<file path="config.mk">
export PLATFORM = sky130hd
export DESIGN_NAME = it_block_ctrl
export DESIGN_NICKNAME = d
export VERILOG_FILES = /design/src/rtl/it_block_ctrl.sv
export SDC_FILE = /design/constraint.sdc
export NUM_CORES = 1
export LEC_CHECK = 0
export ABC_AREA = 1
export CAP_MARGIN = 30
export CORE_ASPECT_RATIO = 1.2
export CORE_UTILIZATION = 40
export CTS_CLUSTER_SIZE = 14
export DETAILED_ROUTE_END_ITERATION = 12
export GPL_ROUTABILITY_DRIVEN = 1
export PLACE_DENSITY = 0.9
export SYNTH_ARGS = -nofsm -noshare
export SYNTH_HDL_FRONTEND = slang
export SYNTH_SLANG_ARGS = --single-unit
</file>
<file path="constraint.sdc">
create_clock -name clk -period 3.9 [get_ports clk]
set_input_delay 0.975 -clock clk [delete_from_list [all_inputs] [get_ports clk]]
set_output_delay 0.975 -clock clk [all_outputs]
set_load 0.005 [all_outputs]
</file>
<file path="src/rtl/it_block_ctrl.sv">
// ---------------------------------------------------------------------------
// it_block_ctrl
// Thumb-2 IT-block controller. Holds ITSTATE (EPSR IT[7:0]), evaluates the
// condition of the current instruction against the APSR flags, and advances
// ITSTATE as instructions retire. cond_pass gates writeback downstream.
//
// Ports
//   clk            in   1  system clock, rising edge
//   rst            in   1  synchronous reset, active-high
//   apsr_nzcv      in   4  {N,Z,C,V} from the APSR
//   it_start       in   1  IT instruction retiring this cycle
//   it_firstcond   in   4  IT firstcond field
//   it_mask        in   4  IT mask field, raw encoding
//   instr_advance  in   1  non-IT instruction retired this cycle
//   exc_clear      in   1  exception entry/return, clears ITSTATE
//   itstate        out  8  current ITSTATE (registered)
//   in_it_block    out  1  itstate[3:0] != 0
//   cur_cond       out  4  condition of the current instruction
//   cond_pass      out  1  current instruction's condition holds
//   it_last        out  1  current instruction is the last of the block
//   it_remaining   out  3  instructions left including the current one
//   it_error       out  1  registered pulse: an illegal IT was ignored
// ---------------------------------------------------------------------------
module it_block_ctrl (
    input  logic       clk,
    input  logic       rst,
    input  logic [3:0] apsr_nzcv,
    input  logic       it_start,
    input  logic [3:0] it_firstcond,
    input  logic [3:0] it_mask,
    input  logic       instr_advance,
    input  logic       exc_clear,
    output logic [7:0] itstate,
    output logic       in_it_block,
    output logic [3:0] cur_cond,
    output logic       cond_pass,
    output logic       it_last,
    output logic [2:0] it_remaining,
    output logic       it_error
);

    // ARM condition evaluation; the low bit inverts every base test except
    // for 4'b1111, which behaves as "always".
    function automatic logic cond_eval(input logic [3:0] cond, input logic [3:0] nzcv);
        logic n;
        logic z;
        logic c;
        logic v;
        logic base;
        n = nzcv[3];
        z = nzcv[2];
        c = nzcv[1];
        v = nzcv[0];
        case (cond[3:1])
            3'b000:  base = z;
            3'b001:  base = c;
            3'b010:  base = n;
            3'b011:  base = v;
            3'b100:  base = c & ~z;
            3'b101:  base = (n == v);
            3'b110:  base = ~z & (n == v);
            3'b111:  base = 1'b1;
            default: base = 1'b1;
        endcase
        if (cond[0] && (cond != 4'b1111)) begin
            cond_eval = ~base;
        end else begin
            cond_eval = base;
        end
    endfunction

    logic [7:0] itstate_r;
    logic [7:0] itstate_nxt_s;
    logic       it_error_r;
    logic       it_error_nxt_s;
    logic       in_block_s;
    logic       start_legal_s;

    assign in_block_s    = (itstate_r[3:0] != 4'b0000);
    assign start_legal_s = ~in_block_s && (it_mask != 4'b0000) && (it_firstcond != 4'b1111);

    // Next ITSTATE and error pulse, highest priority first.
    always_comb begin
        itstate_nxt_s  = itstate_r;
        it_error_nxt_s = 1'b0;
        if (exc_clear) begin
            itstate_nxt_s = 8'h00;
        end else if (it_start && start_legal_s) begin
            // A legal IT load wins over a simultaneous advance.
            itstate_nxt_s = {it_firstcond, it_mask};
        end else begin
            // An illegal IT is dropped, but a concurrent advance still retires.
            it_error_nxt_s = it_start;
            if (instr_advance && in_block_s) begin
                if (itstate_r[2:0] == 3'b000) begin
                    itstate_nxt_s = 8'h00;
                end else begin
                    // Base condition bits [7:5] stay; the mask shifts up.
                    itstate_nxt_s = {itstate_r[7:5], itstate_r[3:0], 1'b0};
                end
            end else begin
                itstate_nxt_s = itstate_r;
            end
        end
    end

    // State and error registers with synchronous reset.
    always_ff @(posedge clk) begin
        if (rst) begin
            itstate_r  <= 8'h00;
            it_error_r <= 1'b0;
        end else begin
            itstate_r  <= itstate_nxt_s;
            it_error_r <= it_error_nxt_s;
        end
    end

    // Decoded view of the current ITSTATE.
    always_comb begin
        casez (itstate_r[3:0])
            4'b1000: it_remaining = 3'd1;
            4'b?100: it_remaining = 3'd2;
            4'b??10: it_remaining = 3'd3;
            4'b???1: it_remaining = 3'd4;
            default: it_remaining = 3'd0;
        endcase
    end

    assign itstate     = itstate_r;
    assign it_error    = it_error_r;
    assign in_it_block = in_block_s;
    assign cur_cond    = in_block_s ? itstate_r[7:4] : 4'b1110;
    assign it_last     = (itstate_r[3:0] == 4'b1000);
    assign cond_pass   = cond_eval(cur_cond, apsr_nzcv);

endmodule

</file>
==> summary.md <==
| Metric | Value |
|---|---|
| Max Cap Violations | 0 |
| Reported leakage power | 0.466 nW |
| Outcome | complete, no violations |
| Largest fanout on the critical path | 2 |
| Die boundary width | 39.1 um |
| Syn avg cell area | 6.16 sq um |
| Transition time of the tightest slew-check pin | 322 ps |
| Total of hold buffers inserted after clock tree synthesis | 0 |
| Post-layout total power | 0.281 mW |
| CP required | 2920 ps |
| Ys Warns | 0 |
| Area grow syn2layout | 59.2% |
| Worst hold path stage count | 2 |
| Kind of end point of the critical path | output port |
| Detailed-router iteration count before antenna repair | 2 |
| Flip-flop and latch count after synthesis | 9 |
| N_diodes | 0 |
| Total length of routed wires | 1750 um |
| Accumulated negative setup slack | 0 ps |
| Internal power component | 0.194 mW |
| Data arrival time of the worst path | 2600 ps |
| Number of sinks handled by clock tree synthesis | 9 |
| PD cells | 268 nW/um^2 |
| Number of unique standard cell types used by synthesis | 23 |
| Iteration-0 DRC Markers | 9 |
| HP Start | itstate[4]$_SDFFE_PP0P_ |
| Worst reg2reg setup slack | 2590 ps |
| Startpoint-to-endpoint class of the critical path | primary input to output port |
| Clk root buf | sky130_fd_sc_hd__clkbuf_4 |
| Number of hold violations in the final report | 0 |
| H-tree depth reported by CTS | 1 |
| Post-layout minimum cycle time | 3580 ps |
| Setup repair after global routing missed its margin | no |
| Clock network fraction of total power | 24.5% |
| Finish-stage setup viols | 0 |
| Cell total after placement | 157 |
| Core Util, Final | 70.8% |
| Routed vias | 778 |
| Fraction of layout instances using a drive strength above 1 | 11.8% |
| Switching power share of the total | 31.1% |
| Worst hold-check slack | 476 ps |
| Post-DP HPWL | 1370 um |
| Type of origin of the critical path | primary input |
| Area of the mapped netlist | 659 sq um |
| Worst min-delay path endpoint | itstate[4]$_SDFFE_PP0P_ |
| Register area share after synthesis | 27.3% |
| Post CTS Setup Buffer Count | 0 |
| Clock Path Buffers | 2 |
| Residual DRC | 0 |
| Number of max-slew violations in the final report | 0 |
| Share of the cycle needed by the critical path after routing | 91.7% |
| Share of total power in combinational logic | 39.8% |
| TritonCTS clock tree | built |
| Post-layout nets | 162 |
| RePlAce Congestion | 0.813 |
| Type of the worst min-delay path | flip-flop to flip-flop |
| Slew HR | 78.5% |
| Vertical die dimension | 46.5 um |
| Routed Antenna Nets | 0 |
| Avg Vias per Cell | 4.83 |
| Async set-or-reset flop fraction in the synthesized netlist | 0% |
| Effective utilization at floorplan | 44.5% |
| Worst r2r path cells | 6 |
| Sequential cell fraction of total power | 35.7% |
| Total core area | 1480 sq um |
| Synth Flop Type | sky130_fd_sc_hd__dfxtp_1 |
| Number of buffers added by the clock tree synthesis step | 3 |
| Worst vdd rail ir drop | 0.194 mV |
| Critical R2R Launch | itstate[0]$_SDFFE_PP0P_ |
| Maximum number of pins on one net before global-route repair | 10 |
| Area enclosed by the die boundary | 1820 sq um |
| Clock input transition at the sequential cells of the worst setup and hold paths | 50 ps |
| Mean routed wirelength per cell | 10.9 um |
| Capture point of the worst reg-to-reg path | itstate[5]$_SDFFE_PP0P_ |
| Max Clk Rate | 0.280 GHz |
| Placement row count | 15 |
| Sw Pwr | 0.0873 mW |
| Post-Synthesis Net Count | 124 |
| Final clock skew | 4.58 ps |
| Number of ports placed on the die boundary | 36 |
| Antenna violations before repair | 0 |
| Wire length of the first global-routing pass | 2520 um |
| Clock latency of the later-clocked register in the worst-skew pair | 250 ps |
| Total of buffers placed on input and output ports | 35 |
| Post-synth EDFFs | 0 |
| Count of placed standard cells in the final layout, fillers left out | 161 |
| Number of global-route vias before repair | 639 |
| All-layer global routing usage | 20.7% |
| Leftover overflow at the end of global routing | 0 |
| Count of cells resized by post-cts repair | 0 |
| Synthesized instance count | 107 |
-- per-stage QoR --
stage,instance area (sq um),setup WS (ps)
finish,1050,323
global route,1050,256
CTS,1050,311
detailed placement,1020,326
global placement,1020,429
floorplan,659,1430
-- cell type report --
type | instances | area [sq um]
fillers | 146 | 433
multi-input cells | 79 | 408
well taps | 17 | 21.3
inverters | 17 | 63.8
clock buffers | 4 | 26.3
repair buffers | 35 | 350
flip-flops and latches | 9 | 180
-- sequential cells by signal (all words and copies together) (netlist names) --
register and cells:
it_error 1, itstate 8
-- Yosys cell counts (2+ instances only) --
cell type / n / area, sq um
sky130_fd_sc_hd__nand3_1: 2 / 10.0
sky130_fd_sc_hd__inv_2: 2 / 7.51
sky130_fd_sc_hd__inv_1: 15 / 56.3
sky130_fd_sc_hd__nand2_4: 2 / 22.5
sky130_fd_sc_hd__nor2_4: 3 / 33.8
sky130_fd_sc_hd__nor2_1: 7 / 26.3
sky130_fd_sc_hd__nand2_2: 2 / 12.5
sky130_fd_sc_hd__a21oi_1: 9 / 45.0
sky130_fd_sc_hd__clkbuf_1: 2 / 7.51
sky130_fd_sc_hd__nand2_1: 41 / 154
sky130_fd_sc_hd__dfxtp_1: 9 / 180
sky130_fd_sc_hd__o21ai_2: 2 / 17.5
-- metal layers --
metal / track usage [%] / vias up / share of wire (%)
met2: 42.7 / 32 / 52
met1: 17.3 / 339 / 39
met3: 4.35 / 2 / 7.8
met4: 10.3 / 0 / 0.74
li1: - / 405 / -
met5: 0 / - / 0
-- layout by cell type, fill, tap and decap left out, drive strengths merged --
cell           netlist  final
o211ai               1      1
xor2                 1      1
nor3b                1      1
clkbuf               2      4
clkdlybuf4s50        0     35
inv                 17     17
a21oi               10     10
o22ai                1      1
nand4                1      1
dfxtp                9      9
or2                  1      1
nor2                10     10
o21ai                4      4
o31ai                1      1
nand3                3      3
nand2               45     45
-- how the worst max path moves through the flow --
stage | start | endpoint
3_3_place_gp | apsr_nzcv[0] | cond_pass
5_1_grt | apsr_nzcv[0] | cond_pass
3_5_place_dp | apsr_nzcv[3] | cond_pass
2_1_floorplan | apsr_nzcv[0] | cond_pass
6_report | apsr_nzcv[3] | cond_pass
4_1_cts | apsr_nzcv[3] | cond_pass
-- critical path, stage by stage --
cell	delay, ps
sky130_fd_sc_hd__clkdlybuf4s50_1	500
sky130_fd_sc_hd__xor2_1	180
sky130_fd_sc_hd__nand2_1	80
sky130_fd_sc_hd__o21ai_1	130
sky130_fd_sc_hd__nand2_1	80
sky130_fd_sc_hd__nand2_1	70
sky130_fd_sc_hd__nand2_1	50
sky130_fd_sc_hd__nand2_1	50
sky130_fd_sc_hd__clkdlybuf4s50_1	490
-- power groups by stage --
stage          Sequential, mW  Combinational (mW)  Clock, mW
2_1_floorplan           0.102              0.0576          0
3_3_place_gp            0.102               0.110          0
3_5_place_dp            0.102               0.112          0
4_1_cts                 0.100               0.113     0.0714
5_1_grt                 0.101               0.122     0.0748
6_report                0.100               0.112     0.0688
-- cells by family after synthesis --
kind of cell | after synthesis | synth area share, %
AO/OA/AOI/OAI | 17 | 15.6
XOR/XNOR | 1 | 1.33
AND/OR/NAND/NOR | 61 | 45.0
buffers and inverters | 19 | 10.8
flip-flops | 9 | 27.3
No activity file was read; power rests on OpenSTA's default activity.
